--- src/rtl/traffic_display_if.sv ---
// traffic_display_if: countdown/lamp inputs and multiplexed segment outputs of the display stage.
interface traffic_display_if;
    logic [7:0] acount;
    logic [7:0] bcount;
    logic [3:0] lampa;
    logic [3:0] lampb;
    logic [7:0] seg;
    logic [3:0] dig_sel;
    modport master (output acount, bcount, lampa, lampb, input seg, dig_sel);
    modport slave (input acount, bcount, lampa, lampb, output seg, dig_sel);
endinterface

--- src/rtl/traffic_display.sv ---
// traffic_display: sequential BCD conversion of the A/B countdowns onto a 4-digit
// multiplexed seven-segment display with yellow blink and left-turn decimal point.
module traffic_display #(
    parameter int SCAN_DIV     = 50000,
    parameter int BLINK_FRAMES = 64
) (
    input logic              clk,
    input logic              rst_n,
    traffic_display_if.slave io_disp
);
    localparam int PW = $clog2(SCAN_DIV);
    localparam int FW = BLINK_FRAMES > 1 ? $clog2(BLINK_FRAMES) : 1;
    localparam logic [1:0] S_IDLE = 2'd0;
    localparam logic [1:0] S_CONV = 2'd1;
    localparam logic [1:0] S_DONE = 2'd2;
    localparam logic [3:0] L_YELLOW = 4'b0010;
    localparam logic [3:0] L_LEFT   = 4'b1000;

    logic [1:0]    r_state;
    logic [2:0]    r_bit;
    logic [7:0]    r_a_bin, r_b_bin;
    logic [11:0]   r_a_bcd, r_b_bcd;
    logic [3:0]    r_a_t, r_a_o, r_b_t, r_b_o;
    logic [PW-1:0] r_presc;
    logic [1:0]    r_dig;
    logic [FW-1:0] r_frame;
    logic          r_blink;
    logic [7:0]    r_seg;
    logic [3:0]    r_dig_sel;
    logic [11:0]   w_a_adj, w_b_adj;
    logic          w_tc;
    logic [3:0]    w_val;
    logic [3:0]    w_lamp;
    logic          w_blank;
    logic          w_dp;
    logic [7:0]    w_seg;

    function automatic logic [11:0] adj3(input logic [11:0] v);
        logic [11:0] r;
        for (int i = 0; i < 3; i++)
            r[4*i +: 4] = v[4*i +: 4] >= 4'd5 ? v[4*i +: 4] + 4'd3 : v[4*i +: 4];
        return r;
    endfunction

    function automatic logic [6:0] seg7(input logic [3:0] d);
        case (d)
            4'd0:    return 7'h3F;
            4'd1:    return 7'h06;
            4'd2:    return 7'h5B;
            4'd3:    return 7'h4F;
            4'd4:    return 7'h66;
            4'd5:    return 7'h6D;
            4'd6:    return 7'h7D;
            4'd7:    return 7'h07;
            4'd8:    return 7'h7F;
            4'd9:    return 7'h6F;
            default: return 7'h00;
        endcase
    endfunction

    assign w_a_adj = adj3(r_a_bcd);
    assign w_b_adj = adj3(r_b_bcd);
    assign w_tc    = r_presc == PW'(SCAN_DIV - 1);
    assign w_val   = r_dig == 2'd0 ? r_a_t : r_dig == 2'd1 ? r_a_o : r_dig == 2'd2 ? r_b_t : r_b_o;
    assign w_lamp  = r_dig[1] ? io_disp.lampb : io_disp.lampa;
    // Tens digits (even slots) blank on zero; a blinking direction blanks dp too
    assign w_blank = (w_lamp == L_YELLOW && r_blink) || (!r_dig[0] && w_val == 4'd0);
    assign w_dp    = r_dig[0] && w_lamp == L_LEFT;
    assign w_seg   = w_blank ? 8'h00 : {w_dp, seg7(w_val)};

    assign io_disp.seg     = r_seg;
    assign io_disp.dig_sel = r_dig_sel;

    always_ff @(posedge clk) begin
        if (!rst_n) begin
            r_state <= S_IDLE;
            r_a_t   <= '0;
            r_a_o   <= '0;
            r_b_t   <= '0;
            r_b_o   <= '0;
        end else begin
            case (r_state)
                S_IDLE: begin
                    r_a_bin <= io_disp.acount;
                    r_b_bin <= io_disp.bcount;
                    r_a_bcd <= '0;
                    r_b_bcd <= '0;
                    r_bit   <= '0;
                    r_state <= S_CONV;
                end
                S_CONV: begin
                    {r_a_bcd, r_a_bin} <= {w_a_adj[10:0], r_a_bin, 1'b0};
                    {r_b_bcd, r_b_bin} <= {w_b_adj[10:0], r_b_bin, 1'b0};
                    r_bit <= r_bit + 3'd1;
                    if (r_bit == 3'd7) r_state <= S_DONE;
                end
                S_DONE: begin
                    r_a_t   <= |r_a_bcd[11:8] ? 4'd9 : r_a_bcd[7:4];
                    r_a_o   <= |r_a_bcd[11:8] ? 4'd9 : r_a_bcd[3:0];
                    r_b_t   <= |r_b_bcd[11:8] ? 4'd9 : r_b_bcd[7:4];
                    r_b_o   <= |r_b_bcd[11:8] ? 4'd9 : r_b_bcd[3:0];
                    r_state <= S_IDLE;
                end
                default: r_state <= S_IDLE;
            endcase
        end
    end

    always_ff @(posedge clk) begin
        if (!rst_n) begin
            r_presc   <= '0;
            r_dig     <= '0;
            r_frame   <= '0;
            r_blink   <= 1'b0;
            r_seg     <= 8'h00;
            r_dig_sel <= 4'hF;
        end else begin
            r_presc <= w_tc ? '0 : r_presc + 1'b1;
            if (w_tc) r_dig <= r_dig + 2'd1;
            if (w_tc && r_dig == 2'd3) begin
                if (r_frame == FW'(BLINK_FRAMES - 1)) begin
                    r_frame <= '0;
                    r_blink <= ~r_blink;
                end else begin
                    r_frame <= r_frame + 1'b1;
                end
            end
            r_seg     <= w_seg;
            r_dig_sel <= ~(4'b0001 << r_dig);
        end
    end
endmodule

--- src/flat_wrapper.sv ---
// flat-port wrapper written by rule: the top's interface ports become plain ports
module traffic_display_flat 
#(
    parameter int SCAN_DIV     = 50000,
    parameter int BLINK_FRAMES = 64
)
  (clk, rst_n, io_disp_acount, io_disp_bcount, io_disp_lampa, io_disp_lampb, io_disp_seg, io_disp_dig_sel);
  traffic_display_if io_disp_i ();
  input logic clk;
  input logic rst_n;
  input wire logic [$bits(io_disp_i.acount)-1:0] io_disp_acount;
  input wire logic [$bits(io_disp_i.bcount)-1:0] io_disp_bcount;
  input wire logic [$bits(io_disp_i.lampa)-1:0] io_disp_lampa;
  input wire logic [$bits(io_disp_i.lampb)-1:0] io_disp_lampb;
  output wire logic [$bits(io_disp_i.seg)-1:0] io_disp_seg;
  output wire logic [$bits(io_disp_i.dig_sel)-1:0] io_disp_dig_sel;
  assign io_disp_i.acount = io_disp_acount;
  assign io_disp_i.bcount = io_disp_bcount;
  assign io_disp_i.lampa = io_disp_lampa;
  assign io_disp_i.lampb = io_disp_lampb;
  assign io_disp_seg = io_disp_i.seg;
  assign io_disp_dig_sel = io_disp_i.dig_sel;
  traffic_display #(.SCAN_DIV(SCAN_DIV), .BLINK_FRAMES(BLINK_FRAMES)) u_core (.clk(clk), .rst_n(rst_n), .io_disp(io_disp_i));
endmodule
--- config.mk ---
export PLATFORM = sky130hd
export DESIGN_NAME = traffic_display_flat
export DESIGN_NICKNAME = d
export VERILOG_FILES = /design/src/rtl/traffic_display_if.sv /design/src/rtl/traffic_display.sv /design/src/flat_wrapper.sv
export SDC_FILE = /design/constraint.sdc
export NUM_CORES = 1
export LEC_CHECK = 0
export CAP_MARGIN = 10
export CORE_MARGIN = 4
export CORE_UTILIZATION = 55
export DETAILED_ROUTE_END_ITERATION = 6
export PLACE_DENSITY = 0.74
export SKIP_CTS_REPAIR_TIMING = 1
export SLEW_MARGIN = 20
export SYNTH_ARGS = -nofsm -noshare
export SYNTH_HDL_FRONTEND = slang
export SYNTH_SLANG_ARGS = --single-unit
--- constraint.sdc ---
create_clock -name clk -period 3.9 [get_ports clk]
set_input_delay 0.975 -clock clk [delete_from_list [all_inputs] [get_ports clk]]
set_output_delay 0.975 -clock clk [all_outputs]
set_load 0.01 [all_outputs]
==> results.json <==
{
  "area_growth_pct": 13.48,
  "cts_tree": "done",
  "power_uw": 1907,
  "n_fill_cell": 695,
  "post-route-period-util": 0.7361,
  "regArea_um2": 2392,
  "final_cells": 623,
  "fin_crit_ns": 2.871,
  "dp_cells": 607,
  "cts_buffers": 9,
  "routedWlPerCell_um": 12.92,
  "clk_latency_ns": 0.35,
  "clk_pin_slew_ns": 0.09,
  "row_count": 33,
  "post_dp_cell_area_um2": 5144,
  "ioPinCount": 38,
  "grt_usage": 0.1660,
  "layout_commonest_cell": "nand2_1",
  "cap_violations": 0,
  "place.gp.congestion": 0.8023,
  "tightest_slew_ns": 0.6958,
  "grt_max_degree": 35,
  "grt_pass1_wl_um": 13700,
  "synthCells": 480,
  "hold_slack_ns": 0.4494,
  "status": "finished, final reports clean",
  "tns_ns": 0,
  "core_area_um2": 8258,
  "synth_edf_count": 43,
  "rsz0062_at_grt": "no",
  "hp-class": "reg -> reg",
  "yosysSeqAreaShare": 0.5115,
  "finalHoldViolations": 0,
  "nets": 567,
  "wl_um": 8048,
  "port_buffers": 37,
  "slew_headroom": 0.5362,
  "reg2reg_slack_ns": 1.03,
  "cts.sinks": 98,
  "grt-ovfl-total": 0,
  "synth_ff_type": "dfxtp_1",
  "max_freq_mhz": 348.3,
  "drc": 0,
  "drv_slew": 0,
  "clk_path_buf_depth": 2,
  "synth_top_area_frac": 0.2761,
  "chipHeight_um": 100.2,
  "floorplan.initialDensity": 0.5664,
  "cp-end-kind": "register",
  "synth-seq-cells": 98,
  "cts-root-buf": "clkbuf_8",
  "startpoint_type": "register",
  "vdd_drop_max_v": 0.0001971,
  "htree_levels": 3,
  "critPathKind": "reg -> reg",
  "power-per-cell-area_nw_per_um2": 359.3,
  "drtPass1Iterations": 4,
  "layout_common_cells": "nand2_1, dfxtp_1, nor2_1",
  "yosysWarnings": 0,
  "drt_first_iter_violations": 161,
  "multi_input_area_um2": 2135,
  "clock_skew_ns": 0.01257,
  "fin_area_um2": 5308,
  "ant_nets": 0,
  "num_vias": 3249,
  "cp.required_ns": 4.16,
  "syn_area_per_cell_um2": 9.744,
  "antenna_cells": 0,
  "setup-violations-final": 0,
  "grt_pass1_vias": 3077,
  "viasPerCell": 5.215,
  "die-width_um": 100.2,
  "layout-drive-gt1-share": 0.05598,
  "yosysTopAreaCell": "edfxtp_1",
  "dieArea_um2": 10040,
  "synth.area.top_cells": "edfxtp_1, dfxtp_1, ha_1",
  "p_leak_uw": 0.002070,
  "syn_area_um2": 4677,
  "dp_hpwl_um": 5711,
  "cp_max_fo": 11,
  "ys_types": 45,
  "syn_nets": 534,
  "cp.arrival_ns": 3.13,
  "antenna_found_initial": 0,
  "async_flop_share": 0
}
[through the flow]
stage | util | worst slack (ns)
floorplan | - | 0.2611
global placement | 0.6229 | 1.265
detailed placement | 0.6229 | 1.049
CTS | 0.6424 | 1.043
global route | 0.6427 | 0.6787
finish | 0.6427 | 1.029
[critical path: stages (launching register included)]
cell      delay [ns]
dfxtp_1         0.39
inv_1           0.15
ha_1            0.40
nor2_1          0.14
a221oi_1        0.61
inv_1           0.24
ha_1            0.28
nand3_1         0.09
o221a_2         0.27
nor4b_1         0.22
[logic make-up after synthesis]
kind of cell / after synthesis / synth area share
xor gates and xnor gates: 27 / 0.05056
AOI/OAI and AO/OA: 73 / 0.1043
buffers and inverters: 40 / 0.03424
DFF: 98 / 0.5115
muxes: 5 / 0.01097
adders and majority gates: 28 / 0.07491
and+or+nand+nor: 209 / 0.2135
[where the power goes]
part	switching, uW	internal [uW]	total [uW]
logic	99.9	87.0	187
clock network	334	231	565
registers	28.6	1130	1150
[state kept, by name (all words and copies together), names as in the netlist, 6 cells and up]
register and flops:
u_core.r_b_bcd 12, u_core.r_b_bin 8, u_core.io_disp.seg 8, u_core.r_frame 6, u_core.r_a_bin 8, u_core.r_a_bcd 12, u_core.r_presc 16
[path summary, 6_finish.rpt]
check	from	to	cells after the start
setup / recovery	u_core.r_dig[1]	u_core.io_disp.seg[7]	9
setup reg to reg	u_core.r_dig[1]	u_core.io_disp.seg[7]	9
hold / removal	u_core.r_presc[0]	u_core.r_presc[0]	1
hold reg to reg	u_core.r_presc[0]	u_core.r_presc[0]	1
[layout make-up]
cell class | count | area share
inverter | 22 | 0.01556
timing repair buffer | 40 | 0.07638
clock buffer | 11 | 0.02475
clock inverter | 5 | 0.005658
multi-input combinational | 342 | 0.4022
tap | 105 | 0.02475
sequential | 98 | 0.4507
[per-layer routing]
layer / wire [um] / vias up / part of all wire / track usage
met2: 3701 / 53 / 0.46 / 0.2747
met5: 0 / - / 0 / 0
met4: 70 / 0 / 0.0087 / 0.04663
li1: - / 1706 / - / -
met1: 3911 / 1484 / 0.49 / 0.2184
met3: 365 / 6 / 0.045 / 0.03892
[Yosys cell counts, types with 9 or more instances]
library cell  number
nor2_1            50
a21oi_1           26
edfxtp_1          43
nand2b_1           9
xnor2_1           15
nor3_1            11
dfxtp_1           55
nor2b_1           12
xor2_1            12
clkbuf_1          14
inv_1             22
nand2_1           78
nand3_1           11
ha_1              28
and2_1            14
o21ai_0           10
No activity file was read; power rests on OpenSTA's default activity.
